`src/rtl/adc_pkt_pkg.sv`:
```
// ---------------------------------------------------------------------------
// adc_pkt_pkg
// Shared types and constants for the sample-stream packetizer.
//   pkt_state_e   : packetizer FSM states
//   SAMPLE_W      : width of one sample / output word
//   SYNC_WORD_DEF : default first word of every packet
//   wrap_add16    : modulo-2^16 addition used for the payload checksum
// ---------------------------------------------------------------------------
package adc_pkt_pkg;

   localparam int SAMPLE_W = 16;

   localparam logic [SAMPLE_W-1:0] SYNC_WORD_DEF = 16'hA55A;

   typedef enum logic [2:0] {
      IDLE      = 3'd0,
      SYNC      = 3'd1,
      SEQ       = 3'd2,
      PAYLOAD   = 3'd3,
      CSUM      = 3'd4,
      WAIT_LAST = 3'd5
   } pkt_state_e;

   // Carry out of bit 15 is dropped on purpose: the checksum wraps.
   function automatic logic [SAMPLE_W-1:0] wrap_add16(input logic [SAMPLE_W-1:0] a,
                                                       input logic [SAMPLE_W-1:0] b);
      return a + b;
   endfunction

endpackage

```
`src/rtl/axis_packetizer.sv`:
```
// ---------------------------------------------------------------------------
// axis_packetizer
// Frames a 16-bit valid/ready sample stream into fixed-length packets:
//   SYNC_WORD, sequence number, PKT_LEN payload samples, checksum (m_last).
// The checksum is the 16-bit wrap-around sum of the payload words only.
//
// Ports
//   sys_clk     : system clock, rising edge
//   sys_rst     : synchronous active-high reset
//   enable      : permits a new packet to start (looked at in IDLE/WAIT_LAST)
//   s_valid/s_ready/s_data : upstream sample stream
//   m_valid/m_ready/m_data/m_last : registered downstream word stream
//   busy        : FSM is not in IDLE
//   pkt_done    : one-cycle pulse after the checksum word is accepted
//   o_dbg_state : current FSM state (pkt_state_e encoding)
//
// Handshake: a beat happens on a rising edge where valid && ready. Valid
// never waits on ready; once m_valid is raised, m_data/m_last hold until the
// beat. s_ready is combinational from m_ready and never looks at s_valid.
// ---------------------------------------------------------------------------
module axis_packetizer
   import adc_pkt_pkg::*;
#(
   parameter int                  PKT_LEN   = 64,
   parameter logic [SAMPLE_W-1:0] SYNC_WORD = SYNC_WORD_DEF,
   parameter logic [SAMPLE_W-1:0] SEQ_INIT  = 16'h0000
) (
   input  logic                sys_clk,
   input  logic                sys_rst,
   input  logic                enable,
   input  logic                s_valid,
   output logic                s_ready,
   input  logic [SAMPLE_W-1:0] s_data,
   output logic                m_valid,
   input  logic                m_ready,
   output logic [SAMPLE_W-1:0] m_data,
   output logic                m_last,
   output logic                busy,
   output logic                pkt_done,
   output logic [2:0]          o_dbg_state
);

   // Count value on which the final payload beat is taken.
   localparam logic [15:0] LP_CNT_LAST = 16'(PKT_LEN - 1);

   pkt_state_e          r_state;
   logic [15:0]         r_seq;
   logic [SAMPLE_W-1:0] r_sum;
   logic [15:0]         r_cnt;
   logic                r_m_valid;
   logic [SAMPLE_W-1:0] r_m_data;
   logic                r_m_last;
   logic                r_pkt_done;

   pkt_state_e          w_next_state;
   logic                w_slot_free;
   logic                w_in_beat;
   logic                w_last_beat;
   logic                w_load;
   logic [SAMPLE_W-1:0] w_load_data;
   logic                w_load_last;
   logic [15:0]         w_next_seq;
   logic [SAMPLE_W-1:0] w_next_sum;
   logic [15:0]         w_next_cnt;
   logic                w_done;

   // The single output slot can take a new word when empty or draining.
   assign w_slot_free = !r_m_valid || m_ready;
   assign s_ready     = (r_state == PAYLOAD) && w_slot_free;
   assign w_in_beat   = s_valid && s_ready;
   assign w_last_beat = r_m_valid && m_ready && r_m_last;

   always_comb begin
      w_next_state = r_state;
      w_load       = 1'b0;
      w_load_data  = r_m_data;
      w_load_last  = 1'b0;
      w_next_seq   = r_seq;
      w_next_sum   = r_sum;
      w_next_cnt   = r_cnt;
      w_done       = 1'b0;

      case (r_state)
         IDLE: begin
            if (enable) w_next_state = SYNC;
         end
         SYNC: begin
            if (w_slot_free) begin
               w_load       = 1'b1;
               w_load_data  = SYNC_WORD;
               w_next_state = SEQ;
            end
         end
         SEQ: begin
            if (w_slot_free) begin
               w_load       = 1'b1;
               w_load_data  = r_seq;
               w_next_sum   = '0;
               w_next_cnt   = '0;
               w_next_state = PAYLOAD;
            end
         end
         PAYLOAD: begin
            if (w_in_beat) begin
               w_load      = 1'b1;
               w_load_data = s_data;
               w_next_sum  = wrap_add16(r_sum, s_data);
               w_next_cnt  = r_cnt + 16'd1;
               if (r_cnt == LP_CNT_LAST) w_next_state = CSUM;
            end
         end
         CSUM: begin
            if (w_slot_free) begin
               w_load       = 1'b1;
               w_load_data  = r_sum;
               w_load_last  = 1'b1;
               w_next_state = WAIT_LAST;
            end
         end
         WAIT_LAST: begin
            if (w_last_beat) begin
               w_done     = 1'b1;
               w_next_seq = r_seq + 16'd1;
               if (enable) begin
                  // The checksum leaves this cycle, so the slot is free and
                  // the next SYNC word goes straight in: no gap between packets.
                  w_load       = 1'b1;
                  w_load_data  = SYNC_WORD;
                  w_next_state = SEQ;
               end else begin
                  w_next_state = IDLE;
               end
            end
         end
         default: w_next_state = IDLE;
      endcase
   end

   always_ff @(posedge sys_clk) begin
      if (sys_rst) begin
         r_state    <= IDLE;
         r_seq      <= SEQ_INIT;
         r_sum      <= '0;
         r_cnt      <= '0;
         r_m_valid  <= 1'b0;
         r_m_data   <= '0;
         r_m_last   <= 1'b0;
         r_pkt_done <= 1'b0;
      end else begin
         r_state    <= w_next_state;
         r_seq      <= w_next_seq;
         r_sum      <= w_next_sum;
         r_cnt      <= w_next_cnt;
         r_pkt_done <= w_done;
         if (w_slot_free) begin
            r_m_valid <= w_load;
            if (w_load) begin
               r_m_data <= w_load_data;
               r_m_last <= w_load_last;
            end
         end
      end
   end

   assign m_valid     = r_m_valid;
   assign m_data      = r_m_data;
   assign m_last      = r_m_last;
   assign pkt_done    = r_pkt_done;
   assign busy        = (r_state != IDLE);
   assign o_dbg_state = r_state;

endmodule

```
`config.mk`:
```
export PLATFORM = sky130hd
export DESIGN_NAME = axis_packetizer
export DESIGN_NICKNAME = d
export VERILOG_FILES = /design/src/rtl/adc_pkt_pkg.sv /design/src/rtl/axis_packetizer.sv
export SDC_FILE = /design/constraint.sdc
export NUM_CORES = 1
export LEC_CHECK = 0
export ABC_CLOCK_PERIOD_IN_PS = 2100
export CELL_PAD_IN_SITES_DETAIL_PLACEMENT = 0
export CELL_PAD_IN_SITES_GLOBAL_PLACEMENT = 2
export CORE_MARGIN = 2
export CORE_UTILIZATION = 30
export CTS_CLUSTER_SIZE = 10
export DETAILED_ROUTE_END_ITERATION = 10
export HOLD_SLACK_MARGIN = 0.08
export PLACE_DENSITY = 0.86
export RECOVER_POWER = 50
export SLEW_MARGIN = 40
export SYNTH_ARGS = -nofsm -noshare
export SYNTH_HDL_FRONTEND = slang
export SYNTH_SLANG_ARGS = --single-unit
```
`constraint.sdc`:
```
create_clock -name sys_clk -period 2.1 [get_ports sys_clk]
set_input_delay 0.525 -clock sys_clk [delete_from_list [all_inputs] [get_ports sys_clk]]
set_output_delay 0.525 -clock sys_clk [all_outputs]
set_load 0.02 [all_outputs]
```
After elaboration in Yosys (flattened, before gate mapping)
Index checks and enable logic that the tools add are counted.
- flip-flop bits (word level): 70
- input bits: 21
- output and inout port bits: 24
- word-level logic and storage cells: 68
- multiplexer cells: 25
- add/sub/neg operators: 3
- equality and inequality tests: 14
- bitwise operators: 1
- reductions and logical operators: 17
- operators by type and width (cell ; number):
    two-way mux 16 bit ; 6
    one-hot mux 16 bit (5 select lines) ; 1
    one-hot mux 16 bit (2 select lines) ; 2
    adder 16 x 1 -> 16 bit, second input constant ; 2
    two-way mux 3 bit ; 7
    one-hot mux 3 bit (6 select lines) ; 1
    adder 16 bit ; 1
    == test 16 x 6 -> 1 bit, second input constant ; 1
    != test 2 bit, second input constant ; 7
    AND reduction 7 bit ; 1
    == test 3 x 2 -> 1 bit, second input constant ; 2
    == test 3 bit, second input constant ; 2
    two-way mux 1 bit ; 6
    AND reduction 6 bit ; 1
    nonzero test 5 bit ; 1
    logical AND 1 bit ; 4
    AND reduction 2 bit ; 2
    == test 3 x 1 -> 1 bit, second input constant ; 1
    zero test 3 bit ; 1
    one-hot mux 1 bit (3 select lines) ; 1
    AND reduction 3 bit ; 1
    nonzero test 3 bit ; 1
    OR reduction 3 bit ; 1
    two-way mux 2 bit ; 1
    6 further kinds ; 6

Longest topological paths before layout
Gate-level depths: netlist of the first run.
- word-level depth: 7
- gate-level depth with buffers: 9
- depth with buffers taken out: 9

Worst setup path after synthesis of the first run
No wires, ideal clock.
- kind: input-to-reg
- start: input s_data[0]
- end: register r_sum[14]
- arrival time: 2128 ps
- data required time: 1983 ps
- setup time: 117 ps
- stages on the path: 9
- path slack: -144 ps
- cells stage by stage: ha_1 -> inv_1 -> fa_1 -> nor2b_1 -> o2111ai_1 -> a21oi_1 -> a41oi_1 -> xnor2_1 -> a22o_1
- word-level cells in the longest chain between the ends: 3
- ends and longest elaborated chain (what ; RTL line ; text):
    start: declaration ; axis_packetizer.sv:33 ; input logic [SAMPLE_W-1:0] s_data,
    adder 16 bit ; adc_pkt_pkg.sv:27 ; return a + b;
    two-way mux 16 bit ; axis_packetizer.sv:104 ; if (w_in_beat) begin
    one-hot mux 16 bit (2 select lines) ; axis_packetizer.sv:83 ; case (r_state)
    end signal: assignment ; axis_packetizer.sv:152 ; r_sum <= w_next_sum;
    end: declaration ; axis_packetizer.sv:48 ; logic [SAMPLE_W-1:0] r_sum;
No other way between the ends. The select of a mux whose other input is x is not followed.
A chain may end at the register's enable or synchronous reset.

Final worst setup path of the first run
- start: input s_valid
- end: register r_sum[12]
- word-level cells in the longest chain between the ends: 3
- ends and longest elaborated chain (what ; RTL line ; text):
    start: declaration ; axis_packetizer.sv:31 ; input logic s_valid,
    logical AND 1 bit ; axis_packetizer.sv:70 ; assign w_in_beat = s_valid && s_ready;
    != test 2 bit (no line) ; n/a ;
    AND reduction 3 bit (no line) ; n/a ;
No other way between the ends.

==> impl_metrics.json, run 1 <==
{
  "synth_compound_area_share_pct": 17.7,
  "slowest_stage": "clkdlybuf4s50_1",
  "gr-max-usage-layer": "met2",
  "synth_fa_ha_area_share_pct": 6.01,
  "cts_tree": "built",
  "cp_top_family": "buffers and inverters",
  "r2r_setup_slack_ps": 100,
  "antenna_left": 0,
  "drv_cap": 0,
  "synth-edff-count": 0,
  "netlist_instances": 470,
  "period_share_pct": 96.4,
  "status": "finished, final reports clean",
  "hold_path_class": "flop to flop",
  "slowest_delay_ps": 480,
  "synthFlopType": "dfxtp_1",
  "vias": 3746,
  "area_delta_synth_final_pct": 43.1,
  "relSlewSlack_pct": 55.7,
  "gr-usage-met2_pct": 27.4,
  "multi_input_area_mm2": 0.00255,
  "start_util_pct": 30.7,
  "synthXorXnorAreaFrac_pct": 9.73,
  "place.port_buffers": 44,
  "dpl.hpwl_um": 8370,
  "clock_latency_ps": 340,
  "fillers": 1310,
  "p_comb_share_pct": 36.4,
  "synth_top_area_share_pct": 36.2,
  "cp-end-kind": "flop",
  "fin_setup_tns_ps": 0,
  "gp_congestion": 0.902,
  "drtIter0Drc": 221,
  "worstPathArrival_ps": 2280,
  "via_per_inst": 4.94,
  "first_global_vias": 3760,
  "synthTopCellsByCount": "95 x nor2_1, 70 x dfxtp_1, 46 x a21oi_1",
  "use_met3_pct": 3.83,
  "grt_max_degree": 28,
  "clk_pin_slew_worst_paths_ps": 60,
  "synth_top_family_by_area": "simple AND/OR/NAND/NOR gates",
  "clock-sinks": 70,
  "h-tree-depth": 3,
  "clock_path_buffers": 2,
  "root_buffer": "clkbuf_16",
  "antenna_found_initial": 0,
  "synth_nets": 509,
  "crit_required_ps": 2360,
  "cts-hold-fix-buffers": 0,
  "cts_inserted_buffers": 9,
  "die_w_um": 118,
  "fin_util_pct": 43.9,
  "globalRouteOverflowTotal": 0,
  "yosys_warnings": 0,
  "fp.dieArea_mm2": 0.0138,
  "netlist_area_mm2": 0.00387,
  "die_h_um": 118,
  "crit_chain": "clkdlybuf4s50_1 -> nor2b_1 -> or3_4 -> buf_4 -> nor2_1 -> clkbuf_2 -> a32oi_1 -> o21ai_0",
  "pin_count": 45,
  "drcViolationCount": 0,
  "ys_seq_area_share_pct": 36.2,
  "ff_latch_area_mm2": 0.00140,
  "vdd_drop_max_v": 0.000457,
  "synth_area_leader_cell": "dfxtp_1",
  "internal-power_uw": 3220,
  "crit_buf_inv": 3,
  "grt_use_met1_pct": 21.7,
  "worstPathMaxFanout": 14,
  "fin_area_mm2": 0.00554,
  "synthMuxAreaShare_pct": 4.85,
  "synthSimpleGateAreaFrac_pct": 21.8,
  "ys_ff_latch": 70,
  "synth_cell_types": 54,
  "firstDrtPassIters": 4,
  "pwr-share-seq_pct": 31.2,
  "worst_slack_ps": 74.8,
  "wl_per_cell_um": 15.0,
  "preCtsSetupSlack_ps": -747,
  "worstSetupPathType": "primary input to flop",
  "yosysMostFrequentCell": "nor2_1",
  "syn_avg_cell_area_um2": 8.24,
  "worst-slew-pin-transition_ps": 662,
  "swShare_pct": 33.8,
  "power_uw": 4860,
  "grt_use_total_pct": 16.7,
  "powerDensity_mw_per_mm2": 877,
  "diodes": 0,
  "drv_slew": 0,
  "drive_gt1_share_pct": 24.7,
  "wirelength_um": 11400,
  "layout_min_cycle_time_ps": 2030,
  "hold_viol_final": 0,
  "ys_async_sr_fraction_pct": 0,
  "cellLeakagePower_uw": 0.00230,
  "row_count": 41,
  "synthTopCellsByArea": "dfxtp_1 36%, nor2_1 9.2%, a21oi_1 5.9%",
  "p_clk_share_pct": 32.4,
  "fin_skew_ps": 6.26,
  "grt_pass1_wl_um": 18900,
  "coreArea_mm2": 0.0126,
  "fin_nets": 620,
  "setup_viol_count_final": 0,
  "max_freq_ghz": 0.494,
  "place_area_mm2": 0.00506,
  "power_switching_uw": 1650,
  "rsz0062_at_grt": "yes",
  "start_kind": "primary input"
}
## tightest hold or removal path: stages (launching register included)
cell     delay, ps
dfxtp_1        310
nand2_1         50
a21oi_1         50
## power by group through the flow
stage	Combinational [uW]	Clock [uW]	Sequential, uW
6_report	1770	1570	1520
5_1_grt	1920	1670	1540
4_1_cts	1830	1610	1520
3_5_place_dp	1810	0	1550
3_3_place_gp	1800	0	1540
2_1_floorplan	878	0	1670
## through the flow
stage	hold WS, ps	std cells
final	461	758
after detailed placement	462	741
after global routing	499	758
after floorplan	470	470
after CTS	470	757
after global placement	454	741
## metal layers
metal | vias up | wire, um | share of wire [%]
met2 | 69 | 5320 | 47
met1 | 1792 | 5370 | 47
li1 | 1871 | - | -
met3 | 14 | 432 | 3.8
met4 | 0 | 265 | 2.3
met5 | - | 0 | 0
## repair_timing
action                                  4_1_cts  5_1_grt
gates resized for setup                      35       19
pin swaps                                    10        7
endpoints found under the setup margin       13       24
buffers inserted                              0        1
## cell type report
| cell class | count | share of cell area (%) |
|---|---|---|
| clock buffers | 10 | 4.31 |
| clock inverters | 6 | 1.24 |
| inverters | 7 | 0.474 |
| multi-input cells | 367 | 46.1 |
| flip-flops and latches | 70 | 25.3 |
| well taps | 172 | 3.88 |
| repair buffers | 126 | 18.7 |
## cells by family after synthesis
kind of cell             count (synthesis)
buffers and inverters                   33
XOR/XNOR                                43
AO/OA/AOI/OAI                          107
multiplexers                            18
AND/OR/NAND/NOR                        181
flip-flops                              70
adder cells (fa/ha/maj)                 18
## cell usage in the layout, fill, tap and decap left out, types with 19 or more instances in the layout
cell type,Yosys,layout
a21oi_1,46,43
xor2_1,23,23
buf_4,0,77
dlygate4sd3_1,0,19
xnor2_1,20,20
nor2_1,95,94
nand2_1,25,25
dfxtp_1,70,69
## sequential cells by signal, summed over array words and instances, names as in the netlist
register / flops
m_data: 16
m_last: 1
m_valid: 1
o_dbg_state: 3
pkt_done: 1
r_cnt: 16
r_seq: 16
r_sum: 16
## worst paths after layout
check                                             start                 endpoint  cells after the start
worst min register to register  m_data[15]$_SDFFE_PP0P_  m_data[15]$_SDFFE_PP0P_                      2
worst max register to register    r_sum[0]$_SDFFE_PP0P_   r_sum[14]$_SDFFE_PP0P_                      9
worst max-delay path                            s_valid   r_sum[12]$_SDFFE_PP0P_                      8
worst min-delay path            m_data[15]$_SDFFE_PP0P_  m_data[15]$_SDFFE_PP0P_                      2
(Power assumes the default switching activity.)
==> inputs of run 2 (changes only) <==
- SETUP_SLACK_MARGIN: unset -> 0.3
==> run 2 against run 1 <==
Register-to-register slack better by 40 ps. Sequential share of layout area fell by 1.2 points. Clock-buffer cell count stayed put. Design area grew 6.1%. Wire length increased by 5.9%. Die area did not move. Hold slack better by 20 ps. Final cell count up 2.2%. Critical endpoint is now m_data[8]$_SDFFE_PP0P_. Fmax rose by 3.1%.
==> impl_metrics.json, run 2 (synthesis gave the netlist of run 1 again) <==
{
  "status": "finished, final reports clean",
  "worst-slew-pin-transition_ps": 1110,
  "crit_required_ps": 2290,
  "final_common_cell": "nor2_1",
  "rsz0062_at_grt": "yes",
  "drcViolationCount": 0,
  "setup_viol_count_final": 0,
  "firstDrtPassIters": 4,
  "fillers": 1245,
  "wl_per_cell_um": 15.6,
  "preCtsSetupSlack_ps": -804,
  "globalRouteOverflowTotal": 0,
  "relSlewSlack_pct": 25.9,
  "drtIter0Drc": 166,
  "cts_inserted_buffers": 9,
  "ff_latch_area_mm2": 0.00142,
  "final_cell_mix": "92 x nor2_1, 77 x buf_4, 64 x dfxtp_1, 37 x a21oi_1, 29 x dlygate4sd2_1",
  "cellLeakagePower_uw": 0.00246,
  "vias": 3829,
  "coreArea_mm2": 0.0126,
  "min-delay-start": "m_data[15]$_SDFFE_PP0P_",
  "finalNonFillerCells": 775,
  "r2r-start": "o_dbg_state[0]$_SDFFE_PP0P_",
  "h-tree-depth": 3,
  "gp_congestion": 0.877,
  "clock_latency_ps": 340,
  "fp.dieArea_mm2": 0.0138,
  "max_freq_ghz": 0.509,
  "start_util_pct": 30.7,
  "vdd_drop_max_v": 0.000400,
  "root_buffer": "clkbuf_16",
  "diodes": 0,
  "drv_slew": 0,
  "clk_pin_slew_worst_paths_ps": 60,
  "hold_depth": 2,
  "die_h_um": 118,
  "grt_max_degree": 26,
  "r2r_setup_slack_ps": 140,
  "cts-hold-fix-buffers": 0,
  "worstPathMaxFanout": 6,
  "wirelength_um": 12100,
  "fin_nets": 637,
  "drive_gt1_share_pct": 32.2,
  "multi_input_area_mm2": 0.00273,
  "row_count": 41,
  "hold_path_class": "flop to flop",
  "worst_slack_ps": 137,
  "cts_tree": "built",
  "grt_use_total_pct": 17.7,
  "grt_pass1_wl_um": 19500,
  "pin_count": 45,
  "via_per_inst": 4.94,
  "cp-end-kind": "flop",
  "clock-sinks": 70,
  "hold_viol_final": 0,
  "clock_path_buffers": 2,
  "first_global_vias": 3766,
  "hold_path_end": "m_data[15]$_SDFFE_PP0P_",
  "antenna_found_initial": 0,
  "worstSetupPathType": "flop to flop",
  "worstPathArrival_ps": 2150,
  "dpl.hpwl_um": 8400,
  "period_share_pct": 93.5,
  "dp_cells": 733,
  "layout_min_cycle_time_ps": 1960,
  "worstReg2RegEnd": "m_data[8]$_SDFFE_PP0P_",
  "start_kind": "flop",
  "die_w_um": 118,
  "powerDensity_mw_per_mm2": 936,
  "antenna_left": 0,
  "drv_cap": 0,
  "fin_skew_ps": 6.34,
  "reg2reg_depth": 8,
  "place.port_buffers": 44,
  "area_delta_synth_final_pct": 51.8
}
-- run 2: cell types whose count changed in the layout (fill, tap and decap cells not counted), sizes merged, moves of 2 or more --
cell,delta
dlygate4sd2,+21
inv,-2
dlymetal6s2s,-5
clkdlybuf4s50,-4
dlygate4sd3,-19
clkbuf,+7
buf,+15
clkdlybuf4s15,+3
-- run 2: worst max-delay path: stages, from the launching register on --
cell,delay [ps]
dfxtp_4,360
or3_1,450
a32oi_4,260
clkbuf_2,210
clkbuf_1,200
buf_16,140
nor2_1,40
a21oi_1,110
nor2_1,50
-- run 2: metal layers --
metal | vias up | routed length, um | track usage [%]
met4 | 0 | 186 | 5.65
li1 | 1917 | - | -
met1 | 1833 | 5780 | 23.6
met3 | 13 | 470 | 3.39
met2 | 66 | 5620 | 29.0
met5 | - | 0 | 0
-- run 2: worst max-delay path by stage --
| stage | slack (ps) | endpoint | depth (start not counted) | startpoint |
|---|---|---|---|---|
| after floorplan | -30 | r_sum[14]$_SDFFE_PP0P_ | 9 | s_data[0] |
| after global placement | -770 | r_sum[14]$_SDFFE_PP0P_ | 10 | s_data[0] |
| after detailed placement | -800 | r_sum[14]$_SDFFE_PP0P_ | 10 | s_data[0] |
| after CTS | 120 | s_ready | 4 | o_dbg_state[1]$_SDFFE_PP0P_ |
| after global routing | 30 | r_seq[9]$_SDFFE_PP0P_ | 9 | m_valid$_SDFFE_PP0P_ |
| final | 140 | m_data[8]$_SDFFE_PP0P_ | 8 | o_dbg_state[0]$_SDFFE_PP0P_ |
-- run 2: layout make-up --
type | count | share of cell area, %
Multi-Input combinational cell | 367 | 46.4
Clock inverter | 6 | 1.45
Inverter | 7 | 0.447
Timing Repair Buffer | 143 | 19.9
Tap cell | 172 | 3.66
Clock buffer | 10 | 4.07
Sequential cell | 70 | 24.1
-- run 2: through the flow --
step	total power [uW]	area [um^2]	util [%]	setup TNS, ps	hold slack (ps)
6_report	5500	5880	46.6	0	482
5_1_grt	5760	5880	46.6	0	496
4_1_cts	5520	5790	45.9	0	461
3_5_place_dp	3390	5100	40.4	-16990	457
3_3_place_gp	3370	5100	40.4	-15330	447
2_1_floorplan	2650	4030	-	-35.7	470
-- run 2: what timing repair did --
action / CTS / global route
endpoints found under the setup margin: 89 / 44
pin swaps: 31 / 19
gates resized for setup: 111 / 30
gates cloned: 2 / 0
setup buffers: 19 / 5
-- run 2: report_power, final --
part	internal (uW)	switching, uW	leakage [uW]
Combinational	1140	1170	0.00173
Clock	1070	599	0.000154
Sequential	1450	75.3	0.000570
==> inputs of run 3 (changes only) <==
- ABC_AREA: unset -> 0
- REMOVE_ABC_BUFFERS: unset -> 1
==> run 3 against run 2 <==
Wire length up 6.7%. Critical path depth increased by 3. Largest cell class unchanged. Fmax shrank 3.5%. Largest power group unchanged. Clock power shrank 2%. Highest routed layer unchanged.
==> impl_metrics.json, run 3 (synthesis gave the netlist of run 1 again) <==
{
  "fin_util_pct": 48.3,
  "slowest_stage": "dfxtp_2",
  "fp.dieArea_mm2": 0.0138,
  "powerDensity_mw_per_mm2": 940,
  "antenna_left": 0,
  "crit_chain": "ha_4 -> buf_4 -> buf_6 -> a211oi_4 -> o21bai_1 -> a21boi_1 -> buf_4 -> buf_6 -> o21bai_1 -> xor2_1 -> a22o_1",
  "place.port_buffers": 44,
  "globalRouteOverflowTotal": 0,
  "fin_area_mm2": 0.00609,
  "crit_required_ps": 2330,
  "status": "finished, final reports clean",
  "clock-sinks": 70,
  "power_uw": 5730,
  "worst_slack_ps": 66.4,
  "layout_min_cycle_time_ps": 2030,
  "root_buffer": "clkbuf_16",
  "fin_nets": 646,
  "worstPathMaxFanout": 2,
  "drive_gt1_share_pct": 36.1,
  "preCtsSetupSlack_ps": -766,
  "dpl.hpwl_um": 8230,
  "final_cell_mix": "85 x nor2_1, 83 x buf_4, 65 x dfxtp_1, 31 x a21oi_1",
  "wl_per_cell_um": 16.4,
  "drtIter0Drc": 171,
  "clk_pin_slew_worst_paths_ps": 60,
  "hold_path_class": "flop to flop",
  "setup_viol_count_final": 0,
  "hold_slack_ps": 458,
  "vdd_drop_max_v": 0.000393,
  "cp-end-kind": "flop",
  "h-tree-depth": 3,
  "max_freq_ghz": 0.492,
  "row_count": 41,
  "cp_top_family": "compound AO/OA/AOI/OAI gates",
  "clock_path_buffers": 2,
  "worstSetupPathType": "flop to flop",
  "coreArea_mm2": 0.0126,
  "via_per_inst": 4.99,
  "clock_latency_ps": 340,
  "worst-slew-pin-transition_ps": 466,
  "grt_pass1_wl_um": 19600,
  "hold_viol_final": 0,
  "final_common_cell": "nor2_1",
  "die_w_um": 118,
  "relSlewSlack_pct": 68.9,
  "period_share_pct": 96.8,
  "wirelength_um": 12900,
  "area_delta_synth_final_pct": 57.4,
  "grt_use_total_pct": 17.6,
  "antenna_found_initial": 0,
  "drcViolationCount": 0,
  "vias": 3912,
  "rsz0062_at_grt": "yes",
  "cts_tree": "built",
  "start_util_pct": 30.7,
  "start_kind": "flop",
  "drv_cap": 0,
  "die_h_um": 118,
  "cts-hold-fix-buffers": 0,
  "worstPathArrival_ps": 2260,
  "drv_slew": 0,
  "pin_count": 45,
  "place_area_mm2": 0.00499,
  "cts_inserted_buffers": 9,
  "grt_max_degree": 39,
  "diodes": 0,
  "slowest_delay_ps": 330,
  "cellLeakagePower_uw": 0.00255,
  "first_global_vias": 3891,
  "firstDrtPassIters": 4,
  "crit_buf_inv": 4,
  "fin_skew_ps": 6.35,
  "gp_congestion": 0.871
}
run 3: cell count changes in the layout (fill, tap and decap cells not counted), sizes merged:
cell and delta:
buf +14, clkinvlp -2, clkdlybuf4s50 -1, clkdlybuf4s15 -3, clkbuf +5, dlymetal6s2s +2
dlygate4sd2 -6
run 3: power by group:
part	switching, uW	leakage, uW	internal, uW	total, uW
combinational	1300	0.00183	1250	2550
sequential	92.0	0.000569	1450	1540
clock	565	0.000157	1070	1630
total	1960	0.00255	3770	5730
run 3: path summary, 6_finish.rpt:
| path | startpoint | endpoint | slack, ps | cells past startpoint |
|---|---|---|---|---|
| worst min register to register | m_data[15]$_SDFFE_PP0P_ | m_data[15]$_SDFFE_PP0P_ | 460 | 2 |
| worst min-delay path | m_data[15]$_SDFFE_PP0P_ | m_data[15]$_SDFFE_PP0P_ | 460 | 2 |
| worst max-delay path | r_sum[0]$_SDFFE_PP0P_ | r_sum[11]$_SDFFE_PP0P_ | 70 | 11 |
| worst max register to register | r_sum[0]$_SDFFE_PP0P_ | r_sum[11]$_SDFFE_PP0P_ | 70 | 11 |
run 3: tightest hold or removal path: cells and delay by family (launching register included):
family / cells / cell delay (ps)
and+or+nand+nor: 1 / 50
DFF: 1 / 310
AOI/OAI and AO/OA: 1 / 50
run 3: final cells by class:
| cell class | instances | area [um^2] |
|---|---|---|
| fillers | 1239 | 6530 |
| multi-input cells | 367 | 2830 |
| flip-flops and latches | 70 | 1410 |
| repair buffers | 152 | 1300 |
| clock buffers | 12 | 246 |
| well taps | 172 | 215 |
| clock inverters | 4 | 70.1 |
| inverters | 7 | 26.3 |
run 3: what timing repair did:
| action | in CTS | in global routing |
|---|---|---|
| buffers inserted | 8 | 22 |
| cloned | 0 | 3 |
| pin swaps | 31 | 37 |
| endpoints found under the setup margin | 81 | 64 |
| gates resized for setup | 109 | 91 |
run 3: routing by layer:
layer  GRT usage, %  vias to the layer above  part of all wire (%)
li1               -                     1935                     -
met1           21.8                     1891                    47
met2           29.6                       63                    48
met3           3.15                       23                   2.3
met4           8.13                        0                   2.9
met5              0                        -                     0
run 3: metrics by stage:
step	TNS, ps	instances
after floorplan	-19160	444
after global placement	-16050	735
after detailed placement	-17620	735
after CTS	-2.20	759
after global routing	-17.6	784
final	0	784
==> patch 1, RTL diff (config.mk and constraints of run 1) <==
One comparison of `r_cnt` changes from == to >=.
--- a/src/rtl/axis_packetizer.sv
+++ b/src/rtl/axis_packetizer.sv
@@ -106,7 +106,7 @@
                w_load_data = s_data;
                w_next_sum  = wrap_add16(r_sum, s_data);
                w_next_cnt  = r_cnt + 16'd1;
-               if (r_cnt == LP_CNT_LAST) w_next_state = CSUM;
+               if (r_cnt >= LP_CNT_LAST) w_next_state = CSUM;
             end
          end
          CSUM: begin
Function: same outputs for any inputs over 10 cycles, from zero or initial values and one cycle with sys_rst high; that may be too few to reach the edited logic, so the function may still have changed.
==> patch 1 against run 1 <==
  * Wire length grew 2.7%
  * Clock power increased by 13%
  * Area after synthesis increased by 0.42%
  * Critical endpoint is now s_ready
  * Critical path depth fell by 3
  * Design area down 1.6%
  * Global-route usage rose by 0.40 points
  * Core utilization decreased by 0.70 points
  * Setup slack worse by 29 ps
  * Total power grew 21%
  * Sequential cell count is the same
==> patch 1: results (changes against run 1) <==
Run status
  • Status: complete, no violations

Clocking
  • Clk Latency, worst-skew pair: between 300 and 400 ps
  • CTS clk-pin slew, worst paths: 60 ps (about the same)
  • H-tree Lvls: 3 (unchanged)
  • Inserted Clock Buffers: 9 (unchanged)
  • CTS Root Cell: clkbuf_16
  • CTS max path bufs: 2 (unchanged)

Routing
  • Met2 WL post-DR: 5760 µm (+8.2%)
  • WL final: 11700 µm (+2.7%)
  • Drt pass-1 iters: 4 (unchanged)
  • Drt wl/cell: 15.7 µm (+4.3%)
  • Routed met3 length: 350 µm (-19%)
  • Initial DRC Count: 221 (unchanged)
  • DRT met1 WL: 5180 µm (-3.6%)
  • Via density: 5.04 (+2.1%)

Placement
  • HPWL after detailed placement: 8670 µm (+3.6%)
  • PortBufs: 44 (unchanged)
  • Gp weighted congestion: 0.820 (-9.2%)
  • DP Cell Count: 729 (-1.6%)
  • Setup Slack @ Placement: -737 ps (+10.6 ps)

Pwr
  • Leakage: 2.17 nW (-5.6%)
  • Int Power: 3.81 mW (+18%)
  • Max VDD drop: 0.000507 V (+11%)
  • Comb pwr: 2.50 mW (+41%)
  • Clk power: 1.77 mW (+13%)

STA
  • Worst-Margin Slew: 435 ps (-227 ps)
  • Setup Skew: 9.28 ps (+3.01 ps)
  • Max Clk Rate: 0.487 GHz (-1.4%)

Synth
  • Ys async rst share: 0 (unchanged)
  • XOR/XNOR Fraction of Synth Area: 0.0879 (-0.00942)
  • Syn. warnings: 0 (unchanged)
  • Mux cell area share after synthesis: 0.0406 (-0.00793)
  • Commonest cells post-synth: dfxtp_1 (70), nor2_1 (61), nand2_1 (50)
  • Adder-cell share of the synthesized area: 0.0599 (-0.000252)
  • Synth cell types: 46 (-15%)
  • Top cells by area, synth: dfxtp_1 (36%), nor2_1 (5.9%), ha_1 (5.5%)
  • Mean Syn Cell Area: 8.31 µm² (+0.85%)
  • Synth Area in Compound Gates: 0.168 (-0.00846)
  • Synth Net Count: 507 (-0.39%)
  • Register area share after synthesis: 0.360 (-0.00151)

GRT
  • First-pass GRT wire length: 18800 µm (-0.40%)
  • Grt met3 use: 0.0363 (-0.00194)
  • GRT Resource Usage Total: 0.171 (+0.00401)
  • Largest net degree at the start of global routing: 23 (-18%)
  • Vias in the first global route: 3793 (+0.88%)
  • Antenna violations before repair: 0 (unchanged)
  • Met2 usage: 0.293 (+0.0191)
  • Met1 Usage GRT: 0.202 (-0.0152)

Layout
  • Antenna cells: 0 (unchanged)
  • Layout cells sized above 1: 0.235 (-0.0122)
  • Nets: 608 (-1.9%)
  • Fillers: 1302 (-0.61%)

Worst setup path
  • Critical path's slowest cell: clkdlybuf4s50_1
  • Worst stage delay on the critical path: ~500 ps
  • Critical Path Fanout Max: 10 (-4)
  • Delay-heaviest family, CP: buffers and inverters
  • CP Data Arrival Time: 1530 ps (-750 ps)

Worst hold path
  • Worst min path class: reg2reg
==> patch 1: cell count changes in the layout (fill, tap and decap cells not counted), sizes merged, moves of 6 or more <==
| cell | change |
|---|---|
| a21oi | -14 |
| a221oi | +7 |
| a22o | -7 |
| a31oi | +7 |
| buf | -12 |
| clkdlybuf4s50 | +25 |
| dlygate4sd3 | -19 |
| mux2 | +8 |
| mux2i | -12 |
| nand2 | +25 |
| nand3 | +6 |
| nor2 | -34 |
| o21ai | +6 |
| o221ai | +11 |
==> patch 1: final timing paths <==
path,end,cells after the start,start,slack (ps)
worst max-delay path,s_ready,5,m_ready,50
worst min-delay path,m_data[4]$_SDFFE_PP0P_,2,m_data[4]$_SDFFE_PP0P_,460
worst max register to register,r_sum[11]$_SDFFE_PP0P_,8,r_sum[0]$_SDFFE_PP0P_,140
worst min register to register,m_data[4]$_SDFFE_PP0P_,2,m_data[4]$_SDFFE_PP0P_,460
==> patch 1: area by class of cell <==
type	instances	area, µm²	share of cell area
Timing Repair Buffer	113	966	0.177
Clock buffer	10	229	0.0420
Tap cell	172	215	0.0395
Inverter	9	33.8	0.00620
Sequential cell	70	1400	0.257
Multi-Input combinational cell	366	2500	0.458
Clock inverter	6	110	0.0202
==> patch 1: worst register-to-register path, stage by stage (launching register included) <==
cell     delay, ps
dfxtp_2        330
ha_2           180
buf_4          130
a21o_1         180
a21oi_2        200
o311a_4        240
a21oi_2         60
or3_1          310
a32o_1         220
==> patch 1: through the flow <==
step                power [mW]  hold WS (ps)  instance area, µm²
global route              6.21           478                5450
CTS                       5.85           458                5370
detailed placement        4.05           446                4970
floorplan                 3.02           451                3900
finish                    5.86           455                5450
global placement          4.04           449                4970
==> patch 1: what timing repair did <==
action,CTS,global route
resized for setup,25,23
setup buffers,1,0
setup endpoints to repair,12,34
pin swaps,8,13
==> patch 2, RTL diff (settings of run 1) <==
Made on the original files. `PKT_LEN`: 64 -> 48.
--- a/src/rtl/axis_packetizer.sv
+++ b/src/rtl/axis_packetizer.sv
@@ -21,7 +21,7 @@
 module axis_packetizer
    import adc_pkt_pkg::*;
 #(
-   parameter int                  PKT_LEN   = 64,
+   parameter int                  PKT_LEN   = 48,
    parameter logic [SAMPLE_W-1:0] SYNC_WORD = SYNC_WORD_DEF,
    parameter logic [SAMPLE_W-1:0] SEQ_INIT  = 16'h0000
 ) (
Function: no difference found for any inputs over 10 cycles, from zero or initial values and one cycle with sys_rst high; that may be too few to reach the edited logic, so the function may still have changed.
==> patch 2 against run 1 <==
  * Total power increased by 1.8%
  * Sequential cell count unchanged
  * Wire length increased by 9.2%
  * Fmax decreased by 0.98%
  * Design area increased by 4.9%
  * Area after synthesis increased by 7.8%
  * First-iteration DRC count decreased by 5.0%
  * Setup slack got worse by 20 ps
  * Global-route usage increased by 0.96 points
==> patch 2: results (changes against run 1) <==
Layout
  • Share of cell area taken by multi-input logic gates: 0.489 (+0.0285)
  • Signal buf overhead: 0.178 (-0.00964)
  • Layout cells sized above 1: 0.285 (+0.0371)
  • Nets: 630 (+1.6%)
  • Seq/total area: 0.241 (-0.0117)
  • Clk tree area frac: 0.0454 (-0.0101)
  • Fillers: 1399 (+6.8%)
  • Non-clk bufs: 126 (unchanged)
  • Comb_multi_in: 372 (+1.4%)

Synth
  • Register area share after synthesis: 0.336 (-0.0261)
  • Synth cell types: 70 (+30%)
  • Syn. warnings: 0 (unchanged)
  • XOR/XNOR Fraction of Synth Area: 0.0693 (-0.0280)
  • Synth Area in Compound Gates: 0.196 (+0.0188)
  • Commonest cells post-synth: dfxtp_1 (70), nor2_1 (53), nand2_1 (45)
  • Mux cell area share after synthesis: 0.0399 (-0.00859)
  • Adder-cell share of the synthesized area: 0.0558 (-0.00433)

Routing
  • Initial DRC Count: 210 (-5.0%)
  • Via density: 5.10 (+3.1%)
  • Drt wl/cell: 16.1 µm (+6.9%)

Clocking
  • H-tree Lvls: 3 (unchanged)
  • CTS-repair resized insts: 36 (+2.9%)

Placement
  • HPWL after detailed placement: 9490 µm (+13%)
  • Setup Slack @ Placement: -679 ps (+68.5 ps)
  • Gp weighted congestion: 0.931 (+3.2%)

GRT
  • First-pass GRT wire length: 20500 µm (+8.5%)
  • Vias in the first global route: 4015 (+6.8%)
  • GRT Resource Usage Total: 0.177 (+0.00963)
  • Largest net degree at the start of global routing: 47 (+68%)

STA
  • Setup Skew: 2.80 ps (-3.46 ps)
  • Worst-Margin Slew: 849 ps (+187 ps)

Worst setup path
  • Worst stage delay on the critical path: 510 ps (+30 ps)

Pwr
  • Leakage: 2.25 nW (-2.2%)
  • Max VDD drop: 0.000454 V (-0.67%)

Run status
  • Status: complete, no violations
## patch 2: changes by cell type in the layout (fill, tap and decap cells not counted), sizes merged, moves of 8 or more
| cell | before | now |
|---|---|---|
| a21oi | 46 | 35 |
| mux2i | 12 | 2 |
| nand2 | 25 | 45 |
| nor2 | 96 | 54 |
| nor3 | 10 | 22 |
| o21ai | 13 | 21 |
## patch 2: path summary, 6_finish.rpt
path	startpoint	end	slack (ps)	depth (start not counted)
max	s_data[13]	r_sum[15]$_SDFFE_PP0P_	50	7
min reg2reg	m_data[8]$_SDFFE_PP0P_	m_data[8]$_SDFFE_PP0P_	450	2
max reg2reg	r_sum[1]$_SDFFE_PP0P_	r_sum[10]$_SDFFE_PP0P_	110	7
min	m_data[8]$_SDFFE_PP0P_	m_data[8]$_SDFFE_PP0P_	450	2
## patch 2: power by group
| group | internal, mW | total (mW) | switching (mW) |
|---|---|---|---|
| clock | 0.812 | 1.39 | 0.575 |
| sequential | 1.49 | 1.59 | 0.0980 |
| combinational | 0.898 | 1.97 | 1.07 |
## patch 2: layer usage
metal	part of all wire	track usage	vias to the layer above
li1	-	-	1973
met1	0.46	0.225	1871
met2	0.48	0.297	84
met3	0.043	0.0360	16
met4	0.019	0.0618	0
met5	0	0	-
## patch 2: metrics by stage
stage / instance area (µm²) / std cells / TNS, ps / power, mW
after detailed placement: 5350 / 757 / -13660 / 3.63
after CTS: 5760 / 771 / 0 / 5.05
after global routing: 5810 / 774 / -30.1 / 5.25
after global placement: 5350 / 757 / -12430 / 3.60
final: 5810 / 774 / 0 / 4.95
after floorplan: 4200 / 475 / 0 / 2.75
## patch 2: worst register-to-register path, delay by kind of cell, from the launching register on
kind,cells,cell delay (ps)
fa+ha+maj,1,390
simple gates,1,150
compound gates,4,790
buf+inv,1,120
flops,1,440
